File: src/rtl/mdu_sequencer.sv
// Iterative multiply/divide unit: shift-add multiply and restoring divide, one bit per clock,
// with a fixed WIDTH+2 cycle latency and HI/LO result registers read through a single port.
module mdu_sequencer #(
    parameter int WIDTH = 32
) (
    input  logic             clk,
    input  logic             reset,
    input  logic             start,
    input  logic [1:0]       mdu_op,
    input  logic [WIDTH-1:0] operand_a,
    input  logic [WIDTH-1:0] operand_b,
    input  logic             flush,
    input  logic             read_req,
    input  logic             read_hi,
    output logic [WIDTH-1:0] read_data,
    output logic             busy,
    output logic             stall,
    output logic             done,
    output logic             div_by_zero
);

    localparam int CW = $clog2(WIDTH + 1);

    typedef enum logic [1:0] {
        S_IDLE,
        S_RUN,
        S_FIX
    } state_t;

    state_t             r_state;
    state_t             w_next;
    logic [CW-1:0]      r_count;
    logic [1:0]         r_op;
    logic               r_sign_a;
    logic               r_sign_b;
    logic [WIDTH:0]     r_acc;
    logic [WIDTH-1:0]   r_q;
    logic [WIDTH-1:0]   r_b;
    logic [WIDTH-1:0]   r_hi;
    logic [WIDTH-1:0]   r_lo;
    logic               r_done;
    logic               r_dbz;

    logic               w_accept;
    logic               w_neg_a;
    logic               w_neg_b;
    logic [WIDTH-1:0]   w_abs_a;
    logic [WIDTH-1:0]   w_abs_b;
    logic [WIDTH:0]     w_add;
    logic [WIDTH:0]     w_shift;
    logic [WIDTH:0]     w_diff;
    logic               w_fits;
    logic [WIDTH:0]     w_acc_nx;
    logic [WIDTH-1:0]   w_q_nx;
    logic [2*WIDTH-1:0] w_prod;
    logic [2*WIDTH-1:0] w_prod_fix;
    logic [WIDTH-1:0]   w_quo;
    logic [WIDTH-1:0]   w_rem;
    logic               w_b_zero;

    // Operand signs only matter for the signed ops (mdu_op[0]==0); the most negative value
    // negates to itself and is then correctly read as an unsigned magnitude.
    assign w_accept = (r_state == S_IDLE) & start & ~flush;
    assign w_neg_a  = ~mdu_op[0] & operand_a[WIDTH-1];
    assign w_neg_b  = ~mdu_op[0] & operand_b[WIDTH-1];
    assign w_abs_a  = w_neg_a ? -operand_a : operand_a;
    assign w_abs_b  = w_neg_b ? -operand_b : operand_b;

    // Multiply: r_q holds the multiplier and shifts right as product bits fill in from the top.
    assign w_add    = r_q[0] ? (r_acc + {1'b0, r_b}) : r_acc;

    // Divide: r_q holds the dividend and shifts left as quotient bits fill in from the bottom.
    assign w_shift  = {r_acc[WIDTH-1:0], r_q[WIDTH-1]};
    assign w_diff   = w_shift - {1'b0, r_b};
    assign w_fits   = ~w_diff[WIDTH];

    assign w_acc_nx = r_op[1] ? (w_fits ? w_diff : w_shift) : {1'b0, w_add[WIDTH:1]};
    assign w_q_nx   = r_op[1] ? {r_q[WIDTH-2:0], w_fits} : {w_add[0], r_q[WIDTH-1:1]};

    assign w_prod     = {r_acc[WIDTH-1:0], r_q};
    assign w_prod_fix = (r_sign_a ^ r_sign_b) ? -w_prod : w_prod;
    assign w_quo      = (r_sign_a ^ r_sign_b) ? -r_q : r_q;
    assign w_rem      = r_sign_a ? -r_acc[WIDTH-1:0] : r_acc[WIDTH-1:0];
    assign w_b_zero   = (r_b == '0);

    // NOTE: state registers use non-blocking assignments so every flop samples pre-edge values.
    always_ff @(posedge clk or posedge reset) begin
        if (reset) begin
            r_state <= S_IDLE;
        end else begin
            r_state <= w_next;
        end
    end

    // NOTE: next state is defaulted first so no path through the case can infer a latch.
    always_comb begin
        w_next = r_state;
        case (r_state)
            S_IDLE: if (w_accept) w_next = S_RUN;
            S_RUN: begin
                if (flush) begin
                    w_next = S_IDLE;
                end else if (r_count == CW'(1)) begin
                    w_next = S_FIX;
                end
            end
            S_FIX:   w_next = S_IDLE;
            default: w_next = S_IDLE;
        endcase
    end

    always_ff @(posedge clk or posedge reset) begin
        if (reset) begin
            r_count  <= '0;
            r_op     <= '0;
            r_sign_a <= 1'b0;
            r_sign_b <= 1'b0;
            r_acc    <= '0;
            r_q      <= '0;
            r_b      <= '0;
            r_hi     <= '0;
            r_lo     <= '0;
            r_done   <= 1'b0;
            r_dbz    <= 1'b0;
        end else begin
            r_done <= 1'b0;
            case (r_state)
                S_IDLE: begin
                    if (w_accept) begin
                        r_op     <= mdu_op;
                        r_sign_a <= w_neg_a;
                        r_sign_b <= w_neg_b;
                        r_acc    <= '0;
                        r_q      <= mdu_op[1] ? w_abs_a : w_abs_b;
                        r_b      <= mdu_op[1] ? w_abs_b : w_abs_a;
                        r_count  <= CW'(WIDTH);
                        r_dbz    <= 1'b0;
                    end
                end
                S_RUN: begin
                    if (flush) begin
                        r_count <= '0;
                    end else begin
                        r_acc   <= w_acc_nx;
                        r_q     <= w_q_nx;
                        r_count <= r_count - CW'(1);
                    end
                end
                S_FIX: begin
                    // A flush arriving with the final edge cancels the write-back entirely.
                    if (!flush) begin
                        r_done <= 1'b1;
                        if (r_op[1] && w_b_zero) begin
                            r_dbz <= 1'b1;
                        end else if (r_op[1]) begin
                            r_hi <= w_rem;
                            r_lo <= w_quo;
                        end else begin
                            r_hi <= w_prod_fix[2*WIDTH-1:WIDTH];
                            r_lo <= w_prod_fix[WIDTH-1:0];
                        end
                    end
                end
                default: ;
            endcase
        end
    end

    assign busy        = (r_state == S_RUN) | (r_state == S_FIX);
    assign stall       = busy & (start | read_req);
    assign done        = r_done;
    assign div_by_zero = r_dbz;
    assign read_data   = read_hi ? r_hi : r_lo;

endmodule

File: config.mk
export PLATFORM = sky130hd
export DESIGN_NAME = mdu_sequencer
export DESIGN_NICKNAME = d
export VERILOG_FILES = /design/src/rtl/mdu_sequencer.sv
export SDC_FILE = /design/constraint.sdc
export NUM_CORES = 1
export LEC_CHECK = 0
export CORE_MARGIN = 5
export CORE_UTILIZATION = 45
export DETAILED_ROUTE_END_ITERATION = 6
export HOLD_SLACK_MARGIN = 0.12
export PLACE_DENSITY = 0.63
export SYNTH_ARGS = -nofsm -noshare
export SYNTH_HDL_FRONTEND = slang
export SYNTH_SLANG_ARGS = --single-unit
export TNS_END_PERCENT = 10
File: constraint.sdc
create_clock -name clk -period 10.6 [get_ports clk]
set_input_delay 1.06 -clock clk [delete_from_list [all_inputs] [get_ports clk]]
set_output_delay 1.06 -clock clk [all_outputs]
set_load 0.05 [all_outputs]
* Yosys cells after proc, flatten, opt, wreduce, memory -nomap -nowiden
Index checks and enable logic that the tools add are counted. Widths: inputs -> output; s select.
Word-level totals: flip-flop bits (word level) 175, input bits 72, output and inout bits 36, logic and storage cells 84
Operators by class: add/sub/neg operators 8, equal/unequal tests 8, mux-type cells 33, bitwise logic cells 12, reduce and logical (&&, ||, !) cells 11
Operators with widths (number):
- $mux 32 | 12
- $mux 33 | 5
- $neg 32->32 | 4
- $pmux 33 s2 | 1
- $mux 64 | 1
- $neg 64->64 | 1
- $pmux 32 s2 | 1
- $add 33x32->33 | 1
- $sub 33x32->33 | 1
- $logic_not 32->1 | 1
- $mux 6 | 2
- $pmux 6 s2 | 1
- $ne 2x2->1 const B | 4
- $eq 6x1->1 const B | 1
- $mux 2 | 3
- $reduce_and 2->1 | 3
- $reduce_and 3->1 | 2
- $sub 6x1->6 const B | 1
- $and 1x1->1 | 5
- $mux 1 | 5
- $not 1->1 | 4
- $pmux 2 s2 | 1
- $reduce_and 4->1 | 1
- $reduce_bool 2->1 | 2
- 8 further kinds | 9

* Longest topological paths before layout
Gate-level depths: netlist (run 1).
depth after elaboration 6, gate-level depth with buffers 21, depth with buffers taken out 20

* Least setup slack after synthesis (run 1)
OpenSTA, ideal clock, no wires.
path type reg2reg, start reg r_acc[20], end reg r_acc[25], setup time 122 ps, arrival 4020 ps, required time 10478 ps, setup slack 6459 ps, cell stages (with the launch flop) 21, buffers on the path 2, period minus slack after synthesis 4141 ps, path through dfrtp_1 -> ha_1 -> clkbuf_1 -> a21oi_1 -> o21ai_0 -> a211oi_1 -> nand3_1 -> o21a_1 -> a41o_1 -> o21ai_0 -> nand2_1 -> a31o_2 -> ha_1 -> clkbuf_1 -> clkinv_1 -> nor2_1 -> and3_1 -> nand2_1 -> o41ai_1 -> a2111oi_0 -> a32o_1
On the way: cells in the longest elaborated chain, start to end 5, elaborated cells on any way between the ends 7, classes of those cells 2 x add/sub; 5 x mux
RTL lines:
- start, declared | RTL line 36 | logic [WIDTH:0] r_acc;
- start signal, assigned | RTL line 144 | r_acc <= w_acc_nx;
- $add 33x32->33 / $sub 33x32->33 (equally long branches) | RTL line 70, 74
- $mux 33 (on tied branches) | RTL line 70, 77
- $mux 33 * | RTL line 77 | assign w_acc_nx = r_op[1] ? (w_fits ? w_diff : w_shift) : {1'b0, w_add[WIDTH:1]};
- $mux 33 * | RTL line 141 | if (flush) begin
- $pmux 33 s2 * | RTL line 127 | case (r_state)
Mark *: on every way between the ends. The rest lies on a longest branch, timed or not. The select of a mux whose other input is x is not followed. A chain may end at the register's enable or synchronous reset.

* Final worst setup path (run 1)
start reg r_q[31], end reg r_acc[25]
On the way: cells in the longest elaborated chain, start to end 5
RTL lines:
- start, declared | RTL line 37 | logic [WIDTH-1:0] r_q;
- start signal, assigned | RTL line 134 | r_q <= mdu_op[1] ? w_abs_a : w_abs_b;
- start signal, assigned | RTL line 145 | r_q <= w_q_nx;
- $sub 33x32->33 | RTL line 74 | assign w_diff = w_shift - {1'b0, r_b};
- $mux 33 (2 in series) | RTL line 77
- $mux 33 | RTL line 141
- $pmux 33 s2 | RTL line 127
Every way passes these cells. The select of a mux whose other input is x is not followed.

==> results, run 1 <==
- Once layout is done, the placed cells without fillers occupy roughly 17000 sq um.
- The synthesized area per cell is 7.75 sq um.
- The sequential fraction of the synthesis area is 0.286.
- The critical path is of the flip-flop to flip-flop type.
- The top cell types in the final layout, fill and taps aside, are sky130_fd_sc_hd__o21ai_0 (218), sky130_fd_sc_hd__nand2_1 (216), sky130_fd_sc_hd__a21oi_1 (195), sky130_fd_sc_hd__dfrtp_1 (173), sky130_fd_sc_hd__nor2_1 (172).
- The share of the core filled with cells in the final layout is 0.515.
- The first global-routing pass estimated 81.5 mm of wire.
- Summing internal, switching and leakage power gives 0.00618 W.
- The post-synthesis cell type count is between 60 and 70.
- sky130_fd_sc_hd__dfrtp_1 takes more of the synthesized area than any other cell.
- The routed design has around 53 mm of wire.
- The number of slew-limit violations in the final report is 0.
- In this run the cell area of the synthesized design comes to 15200 sq um.
- Leaving out fill and tap cells, the most frequent cell in the layout is sky130_fd_sc_hd__o21ai_0.
- Static timing analysis puts the maximum clock frequency at around 200 MHz.
- The number of design rule violations left after detail routing is 0.
- The CTS tree is done.
- The number of nets in the synthesized netlist is 2115.
- In this run the worst path has a maximum fanout of 43.
- The routed wire length per instance is 21.5 um.
- For this design the ratio of total power to cell area is 359 nW/um^2.
- The area overhead of the layout relative to synthesis is 13.1%.
- The H-tree was split into 4 levels.
- The worst stage delay on the critical path is about 0.48 ns.
- The share of synthesized area in the top cell type comes to 0.286.
- The launching element of the worst setup path is r_q[31].
- The maximum buffer depth of the clock tree is 2.
- Buffers inserted to repair hold after CTS numbered 0.
- The starting density of the core is 0.456.
- The worst clock skew is around 0.023 ns.
- The primary flip-flop cell chosen by synthesis mapping is sky130_fd_sc_hd__dfrtp_1.
- For this design, the slowest cell found on the critical path is sky130_fd_sc_hd__nand2_1.
- The capturing point of the worst reg2reg path is r_acc[25].
- The clock insertion delay at the later pin of the skew report is around 0.48 ns.
- The count of buffers inserted at the top-level ports is 107.
- Across every metal layer, demand over resource in global routing totals 0.272.
- The via count of the first global-routing pass is 13.7k.
- The critical path goes through inv_1 > ha_1 > fa_1 > nand2b_1 > a21oi_1 > o2111ai_1 > a21oi_1 > o21a_1 > a41o_1 > o21ai_0 > nand2_1 > a31o_2 > ha_1 > buf_4 > nand2_1 > o41ai_1 > a2111oi_0 > a32o_1.
- After clock tree synthesis, the clock-pin slew on the worst setup and hold paths is roughly 0.090 ns.
- The number of nets with antenna violations after detailed routing is 0.
- The routed layout has 14.8k vias.
- The residual overflow from global routing is 0.
- The synthesized design contains 0 enable-type register cells.
- The worst-case register-to-register setup slack is ~5.6 ns.
- The timing endpoint of the critical path is r_acc[25].
- The buffer type at the clock tree root is sky130_fd_sc_hd__clkbuf_16.
- The flow ran to the end, and the final reports show no timing, DRC or antenna violations.
- The average vias per placed instance is 6.06.
- Setup repair after global routing left no endpoint under its margin.
- The cell count after synthesis is 1967.
- The initialized floorplan defines between 60 and 70 standard-cell rows.
- Yosys attributes the largest share of cell area to sky130_fd_sc_hd__dfrtp_1 (29%), sky130_fd_sc_hd__o21ai_0 (7.2%), sky130_fd_sc_hd__a21oi_1 (6.4%), sky130_fd_sc_hd__ha_1 (6.1%), sky130_fd_sc_hd__xnor2_1 (5.7%).
- The count of nets after finishing is 2137.
- Headroom to the max-slew limit came out at 0.263.
- Clock tree synthesis found a total of 174 sinks.
- After legalization and detailed placement, the total HPWL measured 40.0 mm.
- The final clock period utilization by the worst path is 0.475.
- The congestion estimate from routability-driven global placement came to between 0.9 and 1.
- Setup violations remaining at the end of the flow were counted as 0.
- The floorplan step defined a die boundary enclosing around 38000 sq um.
- The number of placed I/O pins is 108.
- The logic depth of the worst register-to-register path is 18.
- Synthesis inferred 174 register bits.
- At the worst endpoint, the required time is 10.96 ns.
- The worst register-to-register path begins at r_q[31].
- At the pin with the least slew margin, the transition time is 1.10 ns.
- The startpoint class of the critical path is a flip-flop.
- The number of clock buffers added by TritonCTS is 17.
- At the worst endpoint, the arrival time is 5.39 ns.
- Gates resized during post-CTS repair numbered 0.
- The initial antenna violation count is 0.
- The die is just under 200 um tall.
- The worst hold-check path type is flip-flop to flip-flop.
- The number of diodes is 0.
- In this run, the number of DRC markers left after iteration 0 of detailed routing was between 1.5k and 2k.
- The placeable core area is roughly 33000 sq um.
- The area after detailed placement is 16600 sq um.
- During synthesis, Yosys emitted a total of 0 warnings.
- The pre-antenna-repair detailed-routing pass consisted of 6 iterations.
- The minimum period implied by the final worst setup slack is 5.03 ns.
- In the synthesized netlist the async set-or-reset flop fraction comes to 1.00.
- The final hold violation count came to 0.
- The post-CTS setup buffer count is 0.
- The accumulated negative setup slack is 0 ns.
- The max-cap check violation count is 0.
- The maximum resistive drop on vdd is 0.194 mV.
- Entering global routing, the biggest net connects 112 pins.
- The type of destination of the critical path is a flip-flop.
- In this run the static leakage power is 7.14 nW.
- The die is between 150 and 200 um wide.
- The share of post-route cells with drive strength above 1 is 0.0654.
==> worst min-delay path by stage <==
stage / startpoint / slack, ns / depth (start not counted) / endpoint
floorplan: r_hi[0] / 0.44 / 2 / r_hi[0]
global placement: r_lo[9] / 0.46 / 2 / r_lo[9]
detailed placement: r_hi[8] / 0.47 / 2 / r_hi[8]
CTS: r_hi[8] / 0.48 / 2 / r_hi[8]
global route: r_hi[8] / 0.50 / 2 / r_hi[8]
finish: r_hi[8] / 0.48 / 2 / r_hi[8]
==> metal layers <==
metal,part of all wire,GRT usage
met2,0.44,0.414
met1,0.45,0.403
met5,0,0
met4,0.025,0.0766
met3,0.081,0.0414
==> cells in the mapped netlist, types with 17 or more instances <==
cell type	number
sky130_fd_sc_hd__o21ai_0	218
sky130_fd_sc_hd__nand2_1	217
sky130_fd_sc_hd__a21oi_1	196
sky130_fd_sc_hd__dfrtp_1	174
sky130_fd_sc_hd__nor2_1	172
sky130_fd_sc_hd__clkbuf_1	106
sky130_fd_sc_hd__xnor2_1	100
sky130_fd_sc_hd__ha_1	74
sky130_fd_sc_hd__inv_1	70
sky130_fd_sc_hd__xor2_1	63
sky130_fd_sc_hd__mux2_2	57
sky130_fd_sc_hd__nor3_1	49
sky130_fd_sc_hd__a211oi_1	46
sky130_fd_sc_hd__nand3_1	38
sky130_fd_sc_hd__mux2i_1	31
sky130_fd_sc_hd__a31oi_1	27
sky130_fd_sc_hd__nand2b_1	23
sky130_fd_sc_hd__nor4_1	23
sky130_fd_sc_hd__o31ai_1	20
sky130_fd_sc_hd__nor2b_1	19
sky130_fd_sc_hd__o21a_1	19
sky130_fd_sc_hd__o211ai_1	17
==> stage by stage <==
stage / cells / setup slack, ns / hold slack (ns)
6_report: 2450 / 5.57 / 0.477
5_1_grt: 2450 / 5.19 / 0.502
4_1_cts: 2450 / 5.69 / 0.484
3_5_place_dp: 2418 / 5.71 / 0.465
3_3_place_gp: 2418 / 5.89 / 0.458
2_1_floorplan: 1967 / 4.82 / 0.444
==> where the power goes <==
group / internal, W / switching (W)
logic: 0.00150 / 0.00261
clock network: 0.000333 / 0.000367
registers: 0.000950 / 0.000414
==> layout make-up <==
cell class / instances / area (sq um)
clock inverter: 15 / 218
inverter: 72 / 275
timing repair buffer: 124 / 1200
multi-input combinational: 1600 / 10200
sequential: 174 / 4360
tap: 448 / 561
clock buffer: 17 / 425
fill: 3251 / 16200
==> logic make-up after synthesis <==
family                   synth area share
XOR/XNOR                           0.0937
AO/OA/AOI/OAI                       0.261
adder cells (fa/ha/maj)            0.0634
multiplexers                       0.0625
buffers and inverters              0.0476
flip-flops                          0.286
AND/OR/NAND/NOR                     0.186
==> worst max-delay path, delay by kind of cell (launching register included) <==
kind / cells / cell delay [ns]
AOI/OAI and AO/OA: 10 / 2.44
and+or+nand+nor: 3 / 0.74
DFF: 1 / 0.38
adders and majority gates: 3 / 0.79
buffers and inverters: 2 / 0.56
==> state kept, by name (all words and copies together), names as in the netlist <==
| signal | flops |
|---|---|
| r_acc | 33 |
| r_b | 32 |
| r_hi | 32 |
| r_lo | 32 |
| r_q | 32 |
| r_count | 6 |
| r_state | 2 |
| div_by_zero | 1 |
| done | 1 |
| r_op | 1 |
| r_sign_a | 1 |
| r_sign_b | 1 |
Power figures use the tool's default switching activity.
==> inputs of run 2 (changes only) <==
Clock period 10.6 ns to 5 ns, I/O delays scaled along.
==> results, run 2 (same netlist as run 1, synthesis figures left out) <==
- The run finished, with violations left.
- The checks that failed: DRC.
- In the finished design, the share of the clock period the worst path needs comes to 0.916.
- For the pin with the worst max-slew slack, the measured transition is roughly 1.1 ns.
- The final non-filler cell total is 2475.
- From synthesis to final layout, the design area changed by 14.3%.
- The routed wire length per instance is 21.2 um.
- The number of cell rows is 67.
- For this run, the post-layout net count is roughly 2.2k.
- The area of the die is about 38000 sq um.
- The required time at the endpoint of the critical path is 5.39 ns.
- The number of placed I/O pins is 108.
- The maximum resistive drop on vdd is 0.525 mV.
- The worst-case headroom to the max-slew limit is 0.246.
- The number of buffers created by CTS is 17.
- For the finished layout, the period the worst path requires is 4.58 ns.
- Hold is met by roughly 0.36 ns.
- For this run, the total global-route usage over all layers was measured as 0.270.
- The floorplan step set the die width to 194 um.
- The ratio of total power to cell area is 751 nW/um^2.
- The H-tree level count is 4.
- Setup repair after global routing left no endpoint under its margin.
- The worst-case register-to-register setup slack is 0.42 ns.
- The count of endpoints failing setup in the final report is 0.
- In the final layout, the share of cells above drive strength 1 is 0.0770.
- Buffers placed on the I/O ports in this run total 107.
- Clock tree synthesis found a total of 174 sinks.
- After clock tree synthesis, the clock-pin slew on the worst setup and hold paths is roughly 0.080 ns.
- The number of detailed-routing iterations run before antenna repair is 7.
- The final hold violation count was 0.
- The final route contains approximately 15k vias.
- The post-CTS setup buffer count is 0.
- Max-cap violations in this run came to 0.
- Counting tap cells, the placed design contains a total of roughly 2.4k instances.
- Of all nets on the critical path, the largest fanout is 8.
- The type of destination of the critical path is a flip-flop.
- The maximum buffer depth of the clock tree is 2.
- Gates resized during post-CTS repair numbered 0.
- The first global-routing pass estimated around 81 mm of wire.
- The static leakage is 7.26 nW.
- The placeable core area is approximately 33000 sq um.
- The fill cell total of the finished layout is ~3.2k.
- The average vias per placed instance is just under 6.
- The number of slew-limit violations in the final report came to 0.
- The hold buffer count at CTS is 0.
- The most common library cell in the layout ignoring fill and taps is sky130_fd_sc_hd__o21ai_0.
- Overall power consumption after layout is estimated at between 0.01 and 0.015 W.
- The HPWL after detailed placement is 40.7 mm.
- The number of nets with antenna violations after detailed routing is 0.
- The cell sitting at the root of the clock tree is a sky130_fd_sc_hd__clkbuf_16.
- The arrival time of data at the critical path endpoint is 4.97 ns.
- The die height is 194 um.
- The accumulated negative setup slack is 0 ns.
- The initial antenna violation count was 1.
- Routability-driven placement finished with a final weighted congestion of around 0.97.
- The area after detailed placement is 16800 sq um.
- The final wirelength is 52.5 mm.
- The type of the setup path with the least slack is flip-flop to flip-flop.
- The worst hold-check path type is input pin to async pin.
- In the layout the commonest cells are sky130_fd_sc_hd__o21ai_0 (218), sky130_fd_sc_hd__nand2_1 (215), sky130_fd_sc_hd__a21oi_1 (195), sky130_fd_sc_hd__dfrtp_1 (173), sky130_fd_sc_hd__nor2_1 (172).
- Counting flops per register, the top entry is r_acc.
- The residual overflow from global routing is 0.
- The register with the most flip-flops in the layout has 33 of them.
- Timing would allow up to between 200 and 250 MHz.
- For this block, the initial DRC count from the detailed router was 1464.
- The cell area after layout is 17400 sq um.
- For this configuration, the core starts out at a cell density of 0.456.
- The clock reaches the later pin of the worst-skew pair after 0.45 ns.
- The startpoint class of the critical path is a flip-flop.
- The via count of the first global-routing pass is 13.8k.
- Entering global routing, the biggest net connects approximately 110 pins.
- The worst clock skew is 0.0156 ns.
- The number of design rule violations left after detail routing is 4.
- TritonCTS built the clock tree.
[run 2: critical path: stages (launching register included)]
cell and delay (ns):
sky130_fd_sc_hd__dfrtp_1 0.49, sky130_fd_sc_hd__inv_1 0.17, sky130_fd_sc_hd__fa_1 0.47, sky130_fd_sc_hd__nand2b_1 0.17, sky130_fd_sc_hd__a21oi_1 0.23, sky130_fd_sc_hd__o2111ai_1 0.25
sky130_fd_sc_hd__a21oi_1 0.38, sky130_fd_sc_hd__o21a_1 0.33, sky130_fd_sc_hd__a41o_1 0.25, sky130_fd_sc_hd__o21ai_0 0.09, sky130_fd_sc_hd__nand2_1 0.09, sky130_fd_sc_hd__a31o_2 0.16
sky130_fd_sc_hd__ha_1 0.34, sky130_fd_sc_hd__clkinv_1 0.11, sky130_fd_sc_hd__nor2_1 0.05, sky130_fd_sc_hd__and3_1 0.20, sky130_fd_sc_hd__nand2_1 0.07, sky130_fd_sc_hd__o41ai_1 0.07
sky130_fd_sc_hd__a2111oi_0 0.36, sky130_fd_sc_hd__a32o_1 0.22
[run 2: path summary, 6_finish.rpt]
kind | startpoint | endpoint | cells after the start
worst max-delay path | r_acc[0] | r_acc[25] | 19
min in group clk | r_lo[16] | r_lo[16] | 2
worst min register to register | r_lo[16] | r_lo[16] | 2
worst min-delay path | reset | r_lo[7] | 2
max in group asynchronous | reset | r_op[1] | 3
worst max register to register | r_acc[0] | r_acc[25] | 19
[run 2: metal layers]
layer	part of all wire	routed length, um	GRT usage
met3	0.060	3140	0.0360
met1	0.47	24500	0.392
met2	0.45	23800	0.427
met5	0	0	0
met4	0.021	1130	0.0685
[run 2: stage by stage]
stage,setup WS [ns],utilization
2_1_floorplan,0.859,-
3_5_place_dp,0.446,0.503
6_report,0.419,0.521
4_1_cts,0.396,0.521
3_3_place_gp,0.511,0.503
5_1_grt,0.163,0.521
[run 2: where the power goes]
part / switching, W / internal, W
sequential: 0.000857 / 0.00201
clock: 0.000673 / 0.000728
combinational: 0.00551 / 0.00330
[run 2: area by class of cell]
type,count,area (sq um),share of cell area
antenna,1,2.50,0.000144
timing repair buffer,148,1430,0.0819
clock inverter,14,163,0.00934
inverter,72,274,0.0157
sequential,174,4360,0.250
tap,448,561,0.0322
clock buffer,18,439,0.0252
multi-input combinational,1600,10200,0.586
==> inputs of run 3 (changes only) <==
Settings changed: CORE_ASPECT_RATIO set to 1.4.
Clock period 5 ns to 4.6 ns, I/O delays scaled along.
==> results, run 3 (same netlist as run 1, synthesis figures left out) <==
- The worst register-to-register path begins at r_q[31].
- Of the cells placed in the final design, the portion with a size suffix greater than 1 is 0.0862.
- The number of slew-limit violations in the final report is 0.
- The total overflow left after global routing is 0.
- The end point of the most critical hold path is r_hi[0].
- For this block, the initial DRC count from the detailed router was about 1.3k.
- r_acc holds more flip-flops than any other register.
- The met1 demand-to-capacity share in global routing is 0.357.
- The worst hold path cell count is 2.
- Final hold analysis gives a worst-case slack of 0.482 ns.
- The die is between 200 and 250 um tall.
- The maximum number of pins on one net before global-route repair is 126.
- The finished cells cover 17600 sq um.
- The flow ran to the end, and the final reports show no timing, DRC or antenna violations.
- Setup repair after global routing left no endpoint under its margin.
- For this run, global-route usage on met2 was measured as 0.459.
- The endpoint identified for the worst register-to-register timing path is r_acc[25].
- For flop-to-flop paths, the worst setup slack is 0.32 ns.
- The number of design rule violations left after detail routing is 0.
- The static leakage is 7.35 nW.
- The library cells used most frequently in the layout, excluding fill and tap cells, are sky130_fd_sc_hd__o21ai_0 (218), sky130_fd_sc_hd__nand2_1 (215), sky130_fd_sc_hd__a21oi_1 (194), sky130_fd_sc_hd__nor2_1 (172), sky130_fd_sc_hd__dfrtp_1 (172).
- At the worst endpoint, the arrival time is 4.68 ns.
- The starting density of the core is 0.457.
- The final clock period utilization by the worst path is 0.930.
- Headroom to the max-slew limit came out at 0.317.
- The global routing usage on met3 is 0.0406.
- At the end of the flow the core is filled with cells to 0.527.
- In this run the power density over the cells is between 800 and 900 nW/um^2.
- Counting the buffers created by CTS gives 17.
- The first-pass GRT wire length is 81.1 mm.
- The via count of the first global-routing pass is 14.1k.
- The wire-length estimate of the detail-placed layout is slightly above 40 mm.
- The minimum period implied by the final worst setup slack is 4.28 ns.
- The routed wire length per instance is 21.2 um.
- The area overhead of the layout relative to synthesis is 15.3%.
- The actual slew at the worst max-slew pin is 1.02 ns.
- Of all nets on the critical path, the largest fanout is 7.
- Leaving out fill and tap cells, the most frequent cell in the layout is sky130_fd_sc_hd__o21ai_0.
- The final hold violation count was 0.
- The worst setup path is captured at a flip-flop.
- The area after detailed placement is 16900 sq um.
- The number of cell rows is approximately 80.
- The longest clock path from root to sink contains 2 buffers.
- The first TritonRoute pass finished after 7 iterations.
- The critical hold path startpoint is r_hi[0].
- CTS placed an instance of sky130_fd_sc_hd__clkbuf_16 at the clock tree root.
- The startpoint class of the critical path is a flip-flop.
- For this design the top-level I/O count stands at 108.
- Input and output buffers added on the ports amount to 107.
- The total global routing track utilization is 0.276.
- The global-route layer with the greatest usage is met2.
- The worst register-to-register path has a depth of 20.
- After filler insertion, the fill cell instance count of the layout stands at approximately 3.3k.
- The initial antenna violation count is 1.
- Clock-pin slew was measured on the worst setup and hold paths at 0.08 ns.
- After detailed routing, the total wire length is 52.7 mm.
- The critical path in this run is classified as flip-flop to flip-flop.
- The placeable core area is roughly 33000 sq um.
- The count of endpoints failing setup in the final report is 0.
- The later pin in the worst-skew pair is clocked with a latency of between 0.4 and 0.5 ns.
- Based on the critical path, the design can be clocked at up to 234 MHz.
- Setup total negative slack on the finished layout was measured at 0 ns.
- On the final layout, the worst clock skew is 0.0140 ns.
- CTS built an H-tree with a depth of 4.
- The path class of the tightest hold or removal check is flip-flop to flip-flop.
- The area taken by flip-flops and latches is around 4400 sq um.
- In the final design database the tool counted 2177 nets.
- Counting every sink on the clock net gives 174.
- At the worst endpoint, the required time is 5.00 ns.
- In the routed layout, each cell is associated on average with a via count of between 5 and 6.
- In this run the horizontal extent of the chip is 166 um.
- Across the VDD grid, the largest voltage drop is 0.607 mV.
- The area of the die is 37700 sq um.
- The via count is 14.9k.
- Max-cap violations in this run came to 0.
- The footprint of the multi-input gates is just over 10000 sq um.
- The number of nets with antenna violations after detailed routing is 0.
- The register with the most flip-flops in the layout has 33 of them.
- The last weighted congestion value of the routability-driven placer is 0.964.
- TritonCTS built the clock tree.
run 3: cell types whose count changed in the layout (fill, tap and decap cells not counted), sizes merged:
cell      previous run  this run
clkinvlp             1         2
buf                 42        58
clkbuf              18        17
run 3: timing repair:
item / in CTS / in global routing
hold buffers: 0 / 0
hold endpoints to repair: 0 / 0
buffers inserted: 0 / 0
endpoints found under the setup margin: 0 / 10
resized for setup: 0 / 5
run 3: critical path: stages, from the launching register on:
cell and delay [ns]:
sky130_fd_sc_hd__dfrtp_1 0.38, sky130_fd_sc_hd__inv_1 0.10, sky130_fd_sc_hd__ha_1 0.24, sky130_fd_sc_hd__fa_1 0.41, sky130_fd_sc_hd__nand2b_1 0.19, sky130_fd_sc_hd__a21oi_2 0.20, sky130_fd_sc_hd__o2111ai_2 0.22, sky130_fd_sc_hd__a21oi_2 0.29
sky130_fd_sc_hd__o21a_1 0.24, sky130_fd_sc_hd__a41o_1 0.22, sky130_fd_sc_hd__o21ai_0 0.08, sky130_fd_sc_hd__nand2_1 0.08, sky130_fd_sc_hd__a31o_2 0.15, sky130_fd_sc_hd__ha_1 0.33, sky130_fd_sc_hd__clkinv_1 0.10, sky130_fd_sc_hd__nor2_1 0.05
sky130_fd_sc_hd__and3_1 0.20, sky130_fd_sc_hd__nand2_1 0.07, sky130_fd_sc_hd__o41ai_1 0.06, sky130_fd_sc_hd__a2111oi_0 0.38, sky130_fd_sc_hd__a32o_1 0.23
run 3: through the flow:
step	setup slack, ns	total power (W)	std cells
floorplan	0.459	0.00952	1967
CTS	0.114	0.0141	2487
finish	0.321	0.0142	2488
global route	0.00682	0.0153	2487
detailed placement	0.168	0.0125	2455
global placement	0.232	0.0124	2455
run 3: worst max-delay path by stage:
stage               from         to  cells past startpoint
3_5_place_dp    r_acc[0]  r_acc[29]                     18
3_3_place_gp     r_q[31]  r_acc[29]                     19
6_report         r_q[31]  r_acc[25]                     20
2_1_floorplan  r_acc[20]  r_acc[25]                     20
5_1_grt          r_q[31]  r_acc[25]                     20
4_1_cts         r_acc[0]  r_acc[29]                     18
run 3: where the power goes:
group	leakage (nW)	internal, W	switching (W)
registers	2.18	0.00220	0.000781
clock network	0.298	0.000788	0.000767
logic	4.87	0.00368	0.00603
run 3: final cells by class:
class | instances | share of cell area
Multi-Input combinational cell | 1600 | 0.582
Timing Repair Buffer | 164 | 0.0879
Tap cell | 445 | 0.0317
Inverter | 72 | 0.0156
Antenna cell | 1 | 0.000142
Sequential cell | 174 | 0.248
Clock inverter | 15 | 0.0108
Clock buffer | 17 | 0.0242
run 3: routing by layer:
| metal | share of wire | vias to the layer above |
|---|---|---|
| li1 | - | 7197 |
| met1 | 0.41 | 7051 |
| met2 | 0.48 | 531 |
| met3 | 0.059 | 112 |
| met4 | 0.042 | 0 |
| met5 | 0 | - |
==> RTL edit 1 (settings of run 3) <==
Re-encode `state_t` (3 states) as one-hot, 3 bits wide.
--- a/src/rtl/mdu_sequencer.sv
+++ b/src/rtl/mdu_sequencer.sv
@@ -21,10 +21,10 @@
 
     localparam int CW = $clog2(WIDTH + 1);
 
-    typedef enum logic [1:0] {
-        S_IDLE,
-        S_RUN,
-        S_FIX
+    typedef enum logic [2:0] {
+        S_IDLE = 3'b001,
+        S_RUN  = 3'b010,
+        S_FIX  = 3'b100
     } state_t;
 
     state_t             r_state;
Formal check against the unedited RTL: same outputs for any inputs over 10 cycles, from zero or initial values and one cycle with reset high; not proved beyond that.
==> RTL edit 1 against run 3 <==
Setup slack better by 0.0070 ns; die area down 1.8%; area after synthesis decreased by 1.9%; final area down 1.9%; count of clock-buffer cells in the layout grew 1; synthesized cell count fell by 4.4%; clock skew fell by 0.0014 ns; critical path depth fell by 7; highest routed layer is now met5; sequential cell count rose by 1; routed wire length increased by 0.31%.
Power is not compared: it rests on default switching activity, and its combinational part moved more than twofold at a synthesized area within 25%.
==> RTL edit 1: results (changes against run 3) <==
Critical path
  – Arrival time at the worst endpoint: 4.61 ns (-0.07 ns)
  – RR Endpoint: r_acc[27]$_DFFE_PP0P_
  – Worst r2r src: r_acc[0]$_DFFE_PP0P_
  – Worst path slowest cell: o311ai_0
  – CP max FO: 10 (+3)
  – R2R Setup Slk: 0.33 ns
  – CP max stage delay: 0.75 ns (+0.34 ns)

Yosys
  – Synth Area in Compound Gates: 0.2498 (-0.01131)
  – Largest cells by area after synthesis: dfrtp_1 29%, o21ai_0 6.8%, ha_1 5.9%
  – Register area share after synthesis: 0.2932 (+0.007429)
  – Top cells by count, synth: 226 x nand2_1, 203 x o21ai_0, 174 x dfrtp_1
  – Mux cell area share after synthesis: 0.06532 (+0.002831)
  – XOR/XNOR share of the synthesized area: 0.1008 (+0.007135)
  – Synth Area in Adders: 0.06213 (-0.001254)

Placement
  – I/O Buffers: 107 (unchanged)
  – Place WS: 0.05838 ns (-0.1092 ns)
  – GPL Wtd Cong: 0.9472 (-1.7%)
  – Placed wire-length estimate: 40830 um (-0.55%)

Global route
  – First-pass GRT wire length: 80760 um (-0.47%)
  – Met1 Resource Use GR: 0.3431 (-0.01423)
  – Largest net degree at the start of global routing: 129 (+2.4%)
  – GR Layer Usage met2: 0.4836 (+0.02478)
  – Initial antenna violation count: 1 (unchanged)
  – Vias in the first global route: 14030 (-0.52%)
  – Gr usage total: 0.2840 (+0.007733)
  – Met3 Usage GRT: 0.04857 (+0.007975)

Status
  – Status: completed

Detailed routing
  – Vias/cell: 6.050 (+1.1%)
  – DRT iter0 DRCs: 1043 (-20%)
  – DR pass1 iterations: 5 (-2)
  – Post-DR wirelength/cell: 21.99 um (+3.8%)

Cells and area
  – Share of layout cells above drive strength 1: 0.08321 (-0.002984)
  – Layout fillers: 3253 (-0.12%)
  – Final nets: 2092 (-3.9%)

Min path
  – Hold Path End: r_lo[20]$_DFFE_PP0P_
  – Worst Min Path Start: r_lo[20]$_DFFE_PP0P_

Power and ir drop
  – Max VDD drop: 0.2484 mV

STA
  – Slew @ Worst Pin: 1.117 ns (+0.09495 ns)
  – Hold WS: 0.4740 ns (-0.008493 ns)
  – Skew final: 0.01260 ns (-0.001390 ns)
-- RTL edit 1: changes by cell type after synthesis, moves of 20 or more --
cell      before  now
o221ai_1       2   28
mux2i_1       31   57
nor2_1       172  141
a21oi_1      196  165
mux2_2        57   36
a211oi_1      46   26
-- RTL edit 1: layout make-up --
type,count,area share
Clock inverter,13,0.008424
Sequential cell,175,0.2545
Antenna cell,1,0.0001452
Tap cell,445,0.03232
Clock buffer,18,0.02549
Inverter,64,0.01438
Multi-Input combinational cell,1516,0.5732
Timing Repair Buffer,173,0.09158
-- RTL edit 1: routing by layer --
| layer | vias to the layer above | share of wire |
|---|---|---|
| met3 | 143 | 0.054 |
| met5 | - | 0.00017 |
| met2 | 474 | 0.49 |
| li1 | 6939 | - |
| met1 | 6992 | 0.40 |
| met4 | 2 | 0.057 |
-- RTL edit 1: stage by stage --
stage | cells | power [mW] | utilization | area [um2]
6_report | 2405 | 6.404 | 0.5219 | 17230
3_5_place_dp | 2371 | 4.861 | 0.5030 | 16610
5_1_grt | 2404 | 6.758 | 0.5218 | 17230
2_1_floorplan | 1881 | 3.913 | - | 14950
4_1_cts | 2402 | 6.369 | 0.5207 | 17190
3_3_place_gp | 2371 | 4.828 | 0.5030 | 16610
-- RTL edit 1: power by group through the flow --
stage	sequential (mW)	clock (mW)	combinational, mW
final	1.99	1.51	2.91
after global routing	2.01	1.58	3.16
after CTS	1.98	1.53	2.86
after detailed placement	2.01	0	2.85
after global placement	2.01	0	2.82
after floorplan	1.89	0	2.02
-- RTL edit 1: what timing repair did --
item / CTS / global route
setup endpoints to repair: 0 / 25
endpoints found under the hold margin: 0 / 0
setup buffers: 0 / 2
hold buffers: 0 / 0
gates resized for setup: 0 / 5
==> RTL edit 2 (flow settings as in run 3) <==
Made on the original files. Reset style: synchronous (`reset`), changed in 2 clocked blocks.
--- a/src/rtl/mdu_sequencer.sv
+++ b/src/rtl/mdu_sequencer.sv
@@ -84,7 +84,7 @@
     assign w_b_zero   = (r_b == '0);
 
     // NOTE: state registers use non-blocking assignments so every flop samples pre-edge values.
-    always_ff @(posedge clk or posedge reset) begin
+    always_ff @(posedge clk) begin
         if (reset) begin
             r_state <= S_IDLE;
         end else begin
@@ -109,7 +109,7 @@
         endcase
     end
 
-    always_ff @(posedge clk or posedge reset) begin
+    always_ff @(posedge clk) begin
         if (reset) begin
             r_count  <= '0;
             r_op     <= '0;
Formal check against the unedited RTL: differs if reset is asserted again (counterexample within 4 cycles, from zero or initial values and one cycle with reset high); with reset held inactive, the same outputs for 10 cycles.
==> RTL edit 2 against run 3 <==
Die area is 2.2% lower; first-iteration DRC count is 23% lower; non-clock buffer count is 1 lower; area after synthesis is 2.3% lower; setup slack better by 0.23 ns; routed wire length is 1.9% higher; final area is 3.1% lower; sequential cell count stayed put; critical endpoint is now r_acc[30]$_SDFFE_PP0P_; largest cell class unchanged.
Power is not compared: it rests on default switching activity, and its combinational part moved more than twofold at a synthesized area within 25%.
==> RTL edit 2: results (changes against run 3) <==
Status
  – Status: completed

Yosys
  – Register area share after synthesis: 0.2339 (-0.05179)
  – Distinct cell type count after synthesis: 69 (unchanged)
  – Synth warn: 0 (unchanged)
  – Syn_nets: 2159 (+2.1%)
  – Top cells by count, synth: 221 x nor2_1, 189 x a21oi_1, 183 x nand2_1
  – Async SR Flop Fraction: 0 (-1.000)
  – Largest cells by area after synthesis: dfxtp_1 23%, a21oi_1 6.4%, ha_1 6.2%
  – Main flop type after synthesis: dfxtp_1

Global route
  – First-pass GRT wire length: 82750 um (+2.0%)
  – Met1 Resource Use GR: 0.3318 (-0.02550)
  – Met3 Usage GRT: 0.04300 (+0.002409)
  – GR Layer Usage met2: 0.4922 (+0.03333)
  – Gr usage total: 0.2862 (+0.009954)
  – Largest net degree at the start of global routing: 116 (-7.9%)
  – Initial antenna violation count: 0 (-1)

Clock tree
  – Worst-Skew Late Latency: 0.46 ns (about the same)
  – Worst-path clk slew: 0.07 ns
  – CTS root buffer: clkbuf_16
  – H-tree depth: 4 (unchanged)
  – Post-CTS Setup Repair Bufs: 0 (unchanged)
  – CTS Hold Bufs: 0 (unchanged)
  – Clock buffer depth: 2 (unchanged)
  – Post_cts resized: 0 (unchanged)
  – TritonCTS Buffers: 17 (unchanged)

Min path
  – Hold Crit Depth: 2 (unchanged)
  – Hold Crit Class: primary input to flop

Critical path
  – CP max FO: 11 (+4)
  – Worst Reg-to-Reg Cells: 16 (-20%)

Detailed routing
  – DR pass1 iterations: 5 (-2)
  – Detailed-route via count: 15250 (+2.4%)
  – Post-DR wirelength/cell: 21.41 um (+1.0%)
  – DRT iter0 DRCs: 998 (-23%)

Cells and area
  – Register with the most flip-flops: r_acc
  – Share of layout cells above drive strength 1: 0.08599 (-0.0001997)
  – # diodes: 0 (-1)
  – Max reg flops: 33 (unchanged)
  – Layout fillers: 3252 (-0.15%)
  – Final nets: 2206 (+1.3%)

Placement
  – GPL Wtd Cong: 0.9674 (+0.37%)
  – Place WS: 0.6018 ns (+0.4342 ns)
  – Placed wire-length estimate: 42090 um (+2.5%)
  – I/O Buffers: 107 (unchanged)

Power and ir drop
  – Total leakage power: roughly 6.3 nW
  – Max VDD drop: 0.2801 mV

STA
  – Skew final: 0.01117 ns (-0.002826 ns)
  – Slew @ Worst Pin: 1.061 ns (+0.03885 ns)
==> RTL edit 2: worst max-delay path, cell delays in order, from the launching register on <==
cell	delay (ns)
dfxtp_1	0.33
inv_1	0.06
ha_1	0.22
fa_1	0.38
nand2b_1	0.20
a21oi_1	0.27
o211ai_1	0.22
a31oi_1	0.28
o221ai_1	0.21
o21ai_0	0.30
a21o_1	0.16
a21o_1	0.11
ha_1	0.26
buf_4	0.19
nand2_1	0.26
nor3_1	0.10
a2111oi_0	0.38
==> RTL edit 2: logic make-up (layout without fill, tap and decap cells) <==
group,after synthesis,in the layout,share of synthesized area
adders and majority gates,76,76,0.06487
xor gates and xnor gates,173,173,0.1018
DFF,174,174,0.2339
muxes,93,93,0.06832
AOI/OAI and AO/OA,621,621,0.2689
and+or+nand+nor,661,661,0.2084
buffers and inverters,213,272,0.05378
==> RTL edit 2: layout make-up <==
cell class / count / area [um2] / area share
clock buffers: 17 / 425.4 / 0.02499
multi-input cells: 1624 / 10620 / 0.6241
well taps: 440 / 550.5 / 0.03234
repair buffers: 163 / 1496 / 0.08790
clock inverters: 14 / 147.6 / 0.008673
flip-flops and latches: 174 / 3487 / 0.2048
inverters: 78 / 292.8 / 0.01720
==> RTL edit 2: path summary, 6_finish.rpt <==
check,startpoint,slack (ns),endpoint
worst max-delay path,r_q[31]$_SDFFE_PP0P_,0.55,r_acc[30]$_SDFFE_PP0P_
worst max register to register,r_q[31]$_SDFFE_PP0P_,0.55,r_acc[30]$_SDFFE_PP0P_
worst min register to register,r_hi[4]$_SDFFE_PP0P_,0.45,r_hi[4]$_SDFFE_PP0P_
worst min-delay path,reset,0.42,done$_SDFF_PP0_
==> RTL edit 2: where the power goes <==
part	internal, mW	switching [mW]	leakage (nW)
clock network	0.766	0.709	0.281
logic	0.725	1.20	4.64
registers	1.64	0.149	1.42
total	3.13	2.06	6.34
==> RTL edit 2: routing by layer <==
layer  up-vias  wire (um)
met5         -          0
met4         0       3614
li1       7411          -
met2       472      26310
met1      7226      21290
met3       141       2514
==> RTL edit 2: per-stage QoR <==
step	area, um2	power [mW]	util	std cells	hold WS (ns)
2_1_floorplan	14890	3.096	-	2011	0.4284
4_1_cts	17020	5.203	0.5223	2510	0.4215
6_report	17020	5.191	0.5223	2510	0.4235
5_1_grt	17020	5.453	0.5223	2510	0.4397
3_3_place_gp	16450	3.714	0.5047	2479	0.4352
3_5_place_dp	16450	3.729	0.5047	2479	0.4435
